`src/rtl/riscv_boot_pkg.sv`:
```
// riscv_boot_pkg: shared types and constants for the riscv_boot_loader slice.
// Holds the loader state encoding, the registered status-flag bundle and the
// helper that maps a state to its status flags.
package riscv_boot_pkg;

    localparam int unsigned BYTE_W         = 8;
    localparam int unsigned WORD_W         = 32;
    localparam int unsigned BYTES_PER_WORD = 4;
    localparam int unsigned LEN_W          = 16;

    typedef enum logic [2:0] {
        LEN_LO,
        LEN_HI,
        PAYLOAD,
        CHECK,
        DONE,
        ERROR
    } boot_state_t;

    // Status outputs that depend only on the loader state.
    typedef struct packed {
        logic s_ready;
        logic busy;
        logic done;
        logic error;
        logic core_rst;
    } boot_flags_t;

    localparam boot_flags_t FLAGS_RST = '{
        s_ready:  1'b0,
        busy:     1'b0,
        done:     1'b0,
        error:    1'b0,
        core_rst: 1'b1
    };

    // Status flags presented while the loader sits in state st.
    function automatic boot_flags_t flags_of(input boot_state_t st);
        boot_flags_t f;
        f = FLAGS_RST;
        case (st)
            LEN_LO: f.s_ready = 1'b1;
            LEN_HI, PAYLOAD, CHECK: begin
                f.s_ready = 1'b1;
                f.busy    = 1'b1;
            end
            DONE: begin
                f.done     = 1'b1;
                f.core_rst = 1'b0;
            end
            ERROR:   f.error = 1'b1;
            default: f = FLAGS_RST;
        endcase
        return f;
    endfunction

endpackage

```
`src/rtl/riscv_boot_loader_if.sv`:
```
// riscv_boot_loader_if: byte-stream valid/ready channel into the boot loader.
//   s_valid : source has a byte
//   s_data  : the byte
//   s_ready : loader accepts a byte this cycle
// master = byte source, slave = loader.
interface riscv_boot_loader_if;
    import riscv_boot_pkg::*;

    logic              s_valid;
    logic [BYTE_W-1:0] s_data;
    logic              s_ready;

    modport master (output s_valid, output s_data, input s_ready);
    modport slave  (input s_valid, input s_data, output s_ready);

endinterface

```
`src/rtl/riscv_boot_word_packer.sv`:
```
// riscv_boot_word_packer: packs accepted bytes little-endian into 32-bit words.
//   clk, rst_n   : clock, async active-low reset
//   clear        : restart at byte lane 0 (start of a new payload)
//   byte_en      : a payload byte is accepted this cycle
//   byte_in      : the payload byte
//   last_lane_c  : combinational, next accepted byte completes the word
//   word_valid   : registered one-cycle pulse, word holds a completed word
//   word         : registered completed word, held between pulses
import riscv_boot_pkg::*;

module riscv_boot_word_packer (
    input  logic              clk,
    input  logic              rst_n,
    input  logic              clear,
    input  logic              byte_en,
    input  logic [BYTE_W-1:0] byte_in,
    output logic              last_lane_c,
    output logic              word_valid,
    output logic [WORD_W-1:0] word
);

    localparam int unsigned LANE_W = $clog2(BYTES_PER_WORD);
    localparam int unsigned ASM_W  = WORD_W - BYTE_W;

    logic [LANE_W-1:0] lane_q;
    logic [ASM_W-1:0]  asm_q;

    assign last_lane_c = (lane_q == LANE_W'(BYTES_PER_WORD - 1));

    // Lower lanes collect in asm_q; the top lane completes the word directly.
    always_ff @(posedge clk or negedge rst_n) begin
        if (!rst_n) begin
            lane_q     <= '0;
            asm_q      <= '0;
            word_valid <= 1'b0;
            word       <= '0;
        end else begin
            word_valid <= 1'b0;
            if (clear) begin
                lane_q <= '0;
            end else if (byte_en) begin
                if (last_lane_c) begin
                    word       <= {byte_in, asm_q};
                    word_valid <= 1'b1;
                    lane_q     <= '0;
                end else begin
                    asm_q[int'(lane_q) * BYTE_W +: BYTE_W] <= byte_in;
                    lane_q <= lane_q + LANE_W'(1);
                end
            end
        end
    end

endmodule

```
`src/rtl/riscv_boot_loader.sv`:
```
// riscv_boot_loader: loads a length-prefixed byte image into instruction
// memory and holds the core in reset until the image is complete.
//   clk, rst_n  : clock, async active-low reset
//   s           : byte stream (riscv_boot_loader_if.slave)
//   reload      : pulse; restarts loading from DONE or ERROR
//   imem_we     : one-cycle instruction memory write strobe
//   imem_addr   : word address, held between writes
//   imem_wdata  : instruction word
//   core_rst    : active-high reset to the core
//   busy/done/error : load status
// Build option: define BOOT_CHECKSUM_EN to require a trailing XOR checksum byte.
import riscv_boot_pkg::*;

module riscv_boot_loader #(
    parameter int unsigned IMEM_DEPTH = 256,
    parameter int unsigned ADDR_W     = 8
) (
    input  logic                   clk,
    input  logic                   rst_n,
    riscv_boot_loader_if.slave     s,
    input  logic                   reload,
    output logic                   imem_we,
    output logic [ADDR_W-1:0]      imem_addr,
    output logic [WORD_W-1:0]      imem_wdata,
    output logic                   core_rst,
    output logic                   busy,
    output logic                   done,
    output logic                   error
);

`ifdef BOOT_CHECKSUM_EN
    localparam boot_state_t TAIL_ST = CHECK;
`else
    localparam boot_state_t TAIL_ST = DONE;
`endif

    boot_state_t       state;
    boot_flags_t       flags;
    logic [BYTE_W-1:0] len_lo_q;
    logic [LEN_W-1:0]  n_last_q;
    logic [LEN_W-1:0]  word_idx_q;
    logic [ADDR_W-1:0] imem_addr_q;
`ifdef BOOT_CHECKSUM_EN
    logic [BYTE_W-1:0] csum_q;
`endif

    logic             accept_c;
    logic [LEN_W-1:0] len_c;
    logic             pack_en_c;
    logic             pack_clr_c;
    logic             last_lane_c;

    assign accept_c   = s.s_valid && flags.s_ready;
    assign len_c      = {s.s_data, len_lo_q};
    assign pack_en_c  = accept_c && (state == PAYLOAD);
    assign pack_clr_c = accept_c && (state == LEN_HI);

    riscv_boot_word_packer u_packer (
        .clk         (clk),
        .rst_n       (rst_n),
        .clear       (pack_clr_c),
        .byte_en     (pack_en_c),
        .byte_in     (s.s_data),
        .last_lane_c (last_lane_c),
        .word_valid  (imem_we),
        .word        (imem_wdata)
    );

    // Loader FSM; status flags are re-registered from the state being entered.
    always_ff @(posedge clk or negedge rst_n) begin
        if (!rst_n) begin
            state       <= LEN_LO;
            flags       <= FLAGS_RST;
            len_lo_q    <= '0;
            n_last_q    <= '0;
            word_idx_q  <= '0;
            imem_addr_q <= '0;
`ifdef BOOT_CHECKSUM_EN
            csum_q      <= '0;
`endif
        end else begin
            flags <= flags_of(state);
            case (state)
                LEN_LO: begin
                    if (accept_c) begin
                        len_lo_q <= s.s_data;
                        state    <= LEN_HI;
                        flags    <= flags_of(LEN_HI);
                    end
                end
                LEN_HI: begin
                    if (accept_c) begin
                        word_idx_q <= '0;
`ifdef BOOT_CHECKSUM_EN
                        csum_q     <= '0;
`endif
                        if (len_c > LEN_W'(IMEM_DEPTH)) begin
                            state <= ERROR;
                            flags <= flags_of(ERROR);
                        end else if (len_c == '0) begin
                            state <= TAIL_ST;
                            flags <= flags_of(TAIL_ST);
                        end else begin
                            n_last_q <= len_c - LEN_W'(1);
                            state    <= PAYLOAD;
                            flags    <= flags_of(PAYLOAD);
                        end
                    end
                end
                PAYLOAD: begin
                    if (accept_c) begin
`ifdef BOOT_CHECKSUM_EN
                        csum_q <= csum_q ^ s.s_data;
`endif
                        // Address is registered alongside the packer's word pulse.
                        if (last_lane_c) begin
                            imem_addr_q <= ADDR_W'(word_idx_q);
                            if (word_idx_q == n_last_q) begin
                                state <= TAIL_ST;
                                flags <= flags_of(TAIL_ST);
                            end else begin
                                word_idx_q <= word_idx_q + LEN_W'(1);
                            end
                        end
                    end
                end
`ifdef BOOT_CHECKSUM_EN
                CHECK: begin
                    if (accept_c) begin
                        if (s.s_data == csum_q) begin
                            state <= DONE;
                            flags <= flags_of(DONE);
                        end else begin
                            state <= ERROR;
                            flags <= flags_of(ERROR);
                        end
                    end
                end
`endif
                DONE, ERROR: begin
                    if (reload) begin
                        state <= LEN_LO;
                        flags <= flags_of(LEN_LO);
                    end
                end
                default: begin
                    state <= LEN_LO;
                    flags <= flags_of(LEN_LO);
                end
            endcase
        end
    end

    assign s.s_ready = flags.s_ready;
    assign busy      = flags.busy;
    assign done      = flags.done;
    assign error     = flags.error;
    assign core_rst  = flags.core_rst;
    assign imem_addr = imem_addr_q;

endmodule

```
`src/flat_wrapper.sv`:
```
// flat-port wrapper written by rule: the top's interface ports become plain ports
module riscv_boot_loader_flat 
#(
    parameter int unsigned IMEM_DEPTH = 256,
    parameter int unsigned ADDR_W     = 8
)
  (clk, rst_n, reload, imem_we, imem_addr, imem_wdata, core_rst, busy, done, error, s_s_valid, s_s_data, s_s_ready);
  riscv_boot_loader_if s_i ();
  input  logic clk;
  input  logic rst_n;
  input  logic reload;
  output logic imem_we;
  output logic [ADDR_W-1:0] imem_addr;
  output logic [WORD_W-1:0] imem_wdata;
  output logic core_rst;
  output logic busy;
  output logic done;
  output logic error;
  input wire logic [$bits(s_i.s_valid)-1:0] s_s_valid;
  input wire logic [$bits(s_i.s_data)-1:0] s_s_data;
  output wire logic [$bits(s_i.s_ready)-1:0] s_s_ready;
  assign s_i.s_valid = s_s_valid;
  assign s_i.s_data = s_s_data;
  assign s_s_ready = s_i.s_ready;
  riscv_boot_loader #(.IMEM_DEPTH(IMEM_DEPTH), .ADDR_W(ADDR_W)) u_core (.clk(clk), .rst_n(rst_n), .s(s_i), .reload(reload), .imem_we(imem_we), .imem_addr(imem_addr), .imem_wdata(imem_wdata), .core_rst(core_rst), .busy(busy), .done(done), .error(error));
endmodule
```
`config.mk`:
```
export PLATFORM = sky130hd
export DESIGN_NAME = riscv_boot_loader_flat
export DESIGN_NICKNAME = d
export VERILOG_FILES = /design/src/rtl/riscv_boot_pkg.sv /design/src/rtl/riscv_boot_loader_if.sv /design/src/rtl/riscv_boot_word_packer.sv /design/src/rtl/riscv_boot_loader.sv /design/src/flat_wrapper.sv
export SDC_FILE = /design/constraint.sdc
export NUM_CORES = 1
export LEC_CHECK = 0
export ABC_AREA = 1
export BUFFER_PORTS_ARGS = -buffer_cell sky130_fd_sc_hd__buf_4
export CAP_MARGIN = 20
export CORE_MARGIN = 5
export CORE_UTILIZATION = 30
export DETAILED_ROUTE_END_ITERATION = 7
export PLACE_DENSITY = 0.59
export SLEW_MARGIN = 15
export SYNTH_ARGS = -nofsm -noshare
export SYNTH_HDL_FRONTEND = slang
export SYNTH_SLANG_ARGS = --single-unit
```
`constraint.sdc`:
```
create_clock -name clk -period 1.5 [get_ports clk]
set_input_delay 0.3 -clock clk [delete_from_list [all_inputs] [get_ports clk]]
set_output_delay 0.3 -clock clk [all_outputs]
set_load 0.01 [all_outputs]
```
Word-level counts from Yosys, hierarchy flattened
Index checks and enable logic that the tools add are counted.

Flip-flop bits (word level): 115. Latch bits: 0. Bits in writable memories: 0. ROM bits: 0. Input port bits: 12. Output and inout bits: 46. Word-level logic and storage cells: 91. Memories: 0.

$add $sub $neg: 4. Multiply operators: 0. Div/mod/pow operators: 0. Magnitude comparators: 1. Equality and inequality tests: 14. Shift operators: 2. Multiplexer cells: 35. Bitwise operators: 4. Reduce and logical (&&, ||, !) cells: 17.

Operators by type and width (count): 16-bit 2-to-1 mux (4); 5-bit 2-to-1 mux (8); 5-bit negation with 34-bit output (1); 8-bit by 34-bit variable shift with 24-bit output (first input constant) (1); 8-bit by 34-bit indexed part select with 24-bit output (1); 16-bit one-hot mux with 2 select lines (1); 24-bit bitwise mux (1); 3-bit 2-to-1 mux (8); 5-bit one-hot mux with 4 select lines (1); 16-bit by 1-bit adder with 16-bit output (second input constant) (1); 16-bit == test (1); 16-bit by 9-bit > comparator with 1-bit output (second input constant) (1); 16-bit zero test (1); 16-bit by 1-bit subtractor with 16-bit output (second input constant) (1); 3-bit one-hot mux with 4 select lines (1); 3-bit AND reduction (3); 1-bit 2-to-1 mux (8); 2-bit by 1-bit != test with 1-bit output (second input constant) (4); 3-bit by 2-bit == test with 1-bit output (second input constant) (2); 3-bit == test (second input constant) (2); 2-bit 2-to-1 mux (3); 2-bit != test (second input constant) (3); 6-bit AND reduction (1); 5-bit AND reduction (1); 12 further kinds (18).

Longest topological paths before layout
Depth in word-level cells: 7. Mapped depth: 13. Depth with buffers taken out: 11.

Hierarchy
From an unflattened synthesis, not the netlist that was laid out.

Cells, all modules: 735. Area total of the unflattened synthesis: 5760.5 um^2.

By module, submodules not included: riscv_boot_loader (times used 1, cells an instance 465, area each 3313.2 um^2, sequential area each 1402.6 um^2); riscv_boot_word_packer (times used 1, cells an instance 270, area each 2447.3 um^2, sequential area each 1476.4 um^2).

Worst setup path after synthesis
Ideal clock, no wire load.

Path type: reg2reg. From: reg u_core.len_lo_q[0]. To: reg u_core.n_last_q[3]. Library setup time: 0.123 ns. Data arrival time: 1.492 ns. Data required time: 1.377 ns. Path slack: -0.116 ns. Stages on the path, launching flop included: 11. Path buffers: 1. Clock period less this slack: 1.616 ns. Path through: dfrtp_1 > inv_1 > ha_1 > nand2_1 > nor2_1 > nor2_1 > nor2_2 > nand3b_2 > buf_4 > nand2_1 > nand2_1.

Longest elaborated chain between the ends: 3. Elaborated cells on any way between the ends: 6. Those cells by class: 1 x add/sub; 1 x order compare; 2 x bitwise; 2 x reduce/logical.

Ends and longest elaborated chain: start: declaration (line riscv_boot_loader.sv:39) `logic [BYTE_W-1:0] len_lo_q;`; start signal: assignment (line riscv_boot_loader.sv:86) `len_lo_q <= s.s_data;`; 16-bit by 9-bit > comparator with 1-bit output or 16-bit zero test (tied branches) (line riscv_boot_loader.sv:97, riscv_boot_loader.sv:100); 1-bit NOT (no line); 4-bit AND reduction (no line); end signal: assignment (line riscv_boot_loader.sv:104) `n_last_q <= len_c - LEN_W'(1);`; end: declaration (line riscv_boot_loader.sv:40) `logic [LEN_W-1:0] n_last_q;`.

Parallel ways exist; a longest one is shown, timed or not. A chain may end at the register's enable or synchronous reset.

Final worst setup path
From: reg u_core.state[2]. To: reg u_core.word_idx_q[2].

Longest elaborated chain between the ends: 3. Elaborated cells on any way between the ends: 9. Those cells by class: 6 x eq/ne; 1 x mux; 2 x reduce/logical.

Ends and longest elaborated chain: start: declaration (line riscv_boot_loader.sv:37) `boot_state_t state;`; start signal: assignment (line riscv_boot_loader.sv:72) `state <= LEN_LO;`; start signal: assignment (line riscv_boot_loader.sv:87) `state <= LEN_HI;`; start signal: assignment (line riscv_boot_loader.sv:98) `state <= ERROR;`; 3-bit by 2-bit == test with 1-bit output or 3-bit by 1-bit == test with 1-bit output (tied branches) (line riscv_boot_loader.sv:83) `case (state)`; 2-bit by 1-bit != test with 1-bit output (no line) (tied with other cells); 5-bit AND reduction (no line); end signal: assignment (line riscv_boot_loader.sv:122) `word_idx_q <= word_idx_q + LEN_W'(1);`; end: declaration (line riscv_boot_loader.sv:41) `logic [LEN_W-1:0] word_idx_q;`.

Parallel ways exist; a longest one is shown, timed or not.

==> results.cfg <==
[clock_network]
clk_pin_slew_ns = 0.06
clk_latency_ns = 0.42
ctsLongestPathBuffers = 2
cts_tree = yes
cts_inserted_buffers = 17
clkSinkCount = 115
cts_root_buf = clkbuf_16
htree_num_levels = 4

[detailed_routing]
dr.first_iter.drc_count = 202
wire_per_inst_um = 14.5
ant_nets = 0
first_pass_iters = 5
vias = 4989
drc = 0
vias_per_cell = 4.57
drt-total-wl_um = 15800

[floorplanning]
fp.dieW_um = 145
start_util_pct = 30.5
fp-row-count = 49
die_h_um = 145
die_area_mm2 = 0.0212
coreArea_mm2 = 0.0180
ioPinCount = 58

[timing]
fin_skew_ns = 0.00959
timing.hold.ws_ns = 0.168
setup_ws_ns = -0.117
fmax_mhz = 618
worstMarginPinSlew_ns = 0.404
fin_crit_ns = 1.62
hold_violations = 0
rsz0062_at_grt = yes
slew_headroom_pct = 73.0
period_share_pct = 108
drv_slew = 0
setup_viol = 62

[setup_path]
rrSetupSlack_ns = -0.12
timing.rr.end = u_core.word_idx_q[2]
reg2reg_from = u_core.state[2]
worst-path-max-fanout = 7
endpoint_kind = flop
critical_path_class = reg -> reg
worstPathArrival_ns = 1.96
reg2regPathDepth = 10
crit_required_ns = 1.85
start_kind = flop

[status]
status = finished with violations
violations = setup timing

[power_and_ir_drop]
irDropWorstVdd_mv = 1.06
leakage_nw = 4.21
total_power_mw = 14.1
p_per_area_mw_per_mm2 = 1650

[layout]
drive_above_1_share_pct = 42.4
final_cells = 1092
nets = 869
fillers = 1706
fin_util_pct = 47.4
area_growth_pct = 55.0
diodes = 0

[placement]
gp_congestion = 0.791
io_buffers = 57
dp_cells = 1029
dp_hpwl_um = 10300
place_ws_ns = -0.203

[synthesis]
ys.flop_type = dfrtp_1
syn_area_per_cell_um2 = 8.36
synth_seq_cells = 115
syn_inst = 659
synth_most_common_cell = nand2_1
syn_nets = 678
synth.area.top_cells = dfrtp_1, nand2_1, o21ai_0
yosysTopAreaCell = dfrtp_1
ys_seq_area_share_pct = 52.3
ys_types = 33
synth_common_cells = nand2_1, dfrtp_1, o21ai_0
ys_warn_count = 0
synth_edf_count = 0
syn_area_mm2 = 0.00551
synth_top_area_share_pct = 51.8
postSynth.asyncResetShare_pct = 100

[global_route]
grt_pass1_wl_um = 23800
grt_overflow = 0
grt_pass1_vias = 4719
grt_max_degree = 57
antenna_found_initial = 0
track_usage_pct = 13.9

[hold_path]
hold_path_depth = 3
hold-path-endpoint = u_core.u_packer.asm_q[7]
worstHoldStart = s_s_data[7]
hold_class = in -> reg

[flow_run]
drv_cap = 0
registers in the layout (all words and copies together) (netlist names):
register                    count
u_core.core_rst                 1
u_core.state                    3
u_core.s.s_ready                1
u_core.imem_addr                8
u_core.done                     1
u_core.u_packer.lane_q          2
u_core.u_packer.asm_q          24
u_core.n_last_q                16
u_core.u_packer.word           32
u_core.busy                     1
u_core.error                    1
u_core.u_packer.word_valid      1
u_core.word_idx_q              16
u_core.len_lo_q                 8
layout by cell type, fill, tap and decap left out, types with 7 or more instances in the layout:
cell | netlist | layout
buf_4 | 4 | 158
nand2_1 | 165 | 120
dfrtp_1 | 114 | 113
inv_1 | 92 | 86
nor2_1 | 53 | 42
o21ai_2 | 10 | 40
o21ai_1 | 0 | 38
nand2_2 | 5 | 34
clkbuf_16 | 0 | 26
o21ai_0 | 93 | 25
nand4_1 | 22 | 22
nand2_4 | 1 | 17
nand3_1 | 25 | 15
xor2_1 | 13 | 13
nor2_2 | 3 | 11
buf_6 | 1 | 11
nand3_2 | 0 | 10
buf_12 | 1 | 10
nor2_4 | 5 | 8
inv_2 | 3 | 8
nor3_1 | 10 | 7
report_power, final:
part	switching (mW)	leakage, nW	internal (mW)
clock	1.56	0.302	2.61
combinational	2.77	2.42	2.55
sequential	0.576	1.49	4.00
total	4.91	4.21	9.15
critical path, stage by stage, from the launching register on:
cell and delay (ns):
dfrtp_2 0.44, nor2_4 0.14, nand2_4 0.09, nor2_4 0.13, inv_2 0.07, a21oi_4 0.16
nand2_2 0.09, nand2_4 0.13, clkbuf_16 0.18, nand2_4 0.05, o21ai_2 0.06
layer usage:
| metal | track usage, % | vias up | part of all wire (%) |
|---|---|---|---|
| met4 | 4.34 | 0 | 1.5 |
| li1 | - | 2506 | - |
| met2 | 22.2 | 115 | 47 |
| met5 | 0 | - | 0 |
| met1 | 18.2 | 2351 | 46 |
| met3 | 4.36 | 17 | 5.3 |
cells by family after synthesis:
logic type | count (synthesis) | share of synthesized area [%]
AND/OR/NAND/NOR | 294 | 23.8
buffers and inverters | 115 | 8.59
flip-flops | 115 | 52.3
AO/OA/AOI/OAI | 112 | 11.2
XOR/XNOR | 16 | 2.54
adder cells (fa/ha/maj) | 7 | 1.59
final cells by class:
class | count | area (um2) | area share (%)
tap | 229 | 287 | 3.36
timing repair buffer | 190 | 1760 | 20.6
sequential | 115 | 2880 | 33.7
clock inverter | 12 | 144 | 1.69
clock buffer | 20 | 467 | 5.47
multi-input combinational | 431 | 2640 | 30.9
inverter | 95 | 359 | 4.21
through the flow:
step	area (um2)	setup TNS, ns
5_1_grt	8540	-11.56
3_3_place_gp	7030	-3.74
2_1_floorplan	5540	-0.754
4_1_cts	7710	-3.82
6_report	8540	-3.76
3_5_place_dp	7030	-6.12
worst max-delay path by stage:
stage,startpoint,end,slack (ns),cells past startpoint
finish,u_core.state[2],u_core.word_idx_q[2],-0.12,10
global route,u_core.len_lo_q[0],u_core.state[1],-0.23,9
CTS,u_core.state[2],u_core.word_idx_q[3],-0.10,10
detailed placement,s_s_data[6],u_core.n_last_q[4],-0.20,11
global placement,s_s_data[6],u_core.n_last_q[4],-0.14,11
floorplan,u_core.state[2],u_core.word_idx_q[4],-0.05,10
repair_timing:
item | 4_1_cts | 5_1_grt
gates cloned | 0 | 16
hold endpoints to repair | 15 | 0
endpoints found under the setup margin | 99 | 107
gates resized for setup | 20 | 188
pin swaps | 2 | 21
buffers inserted | 3 | 14
hold buffers | 1 | 0
(Power assumes the default switching activity.)
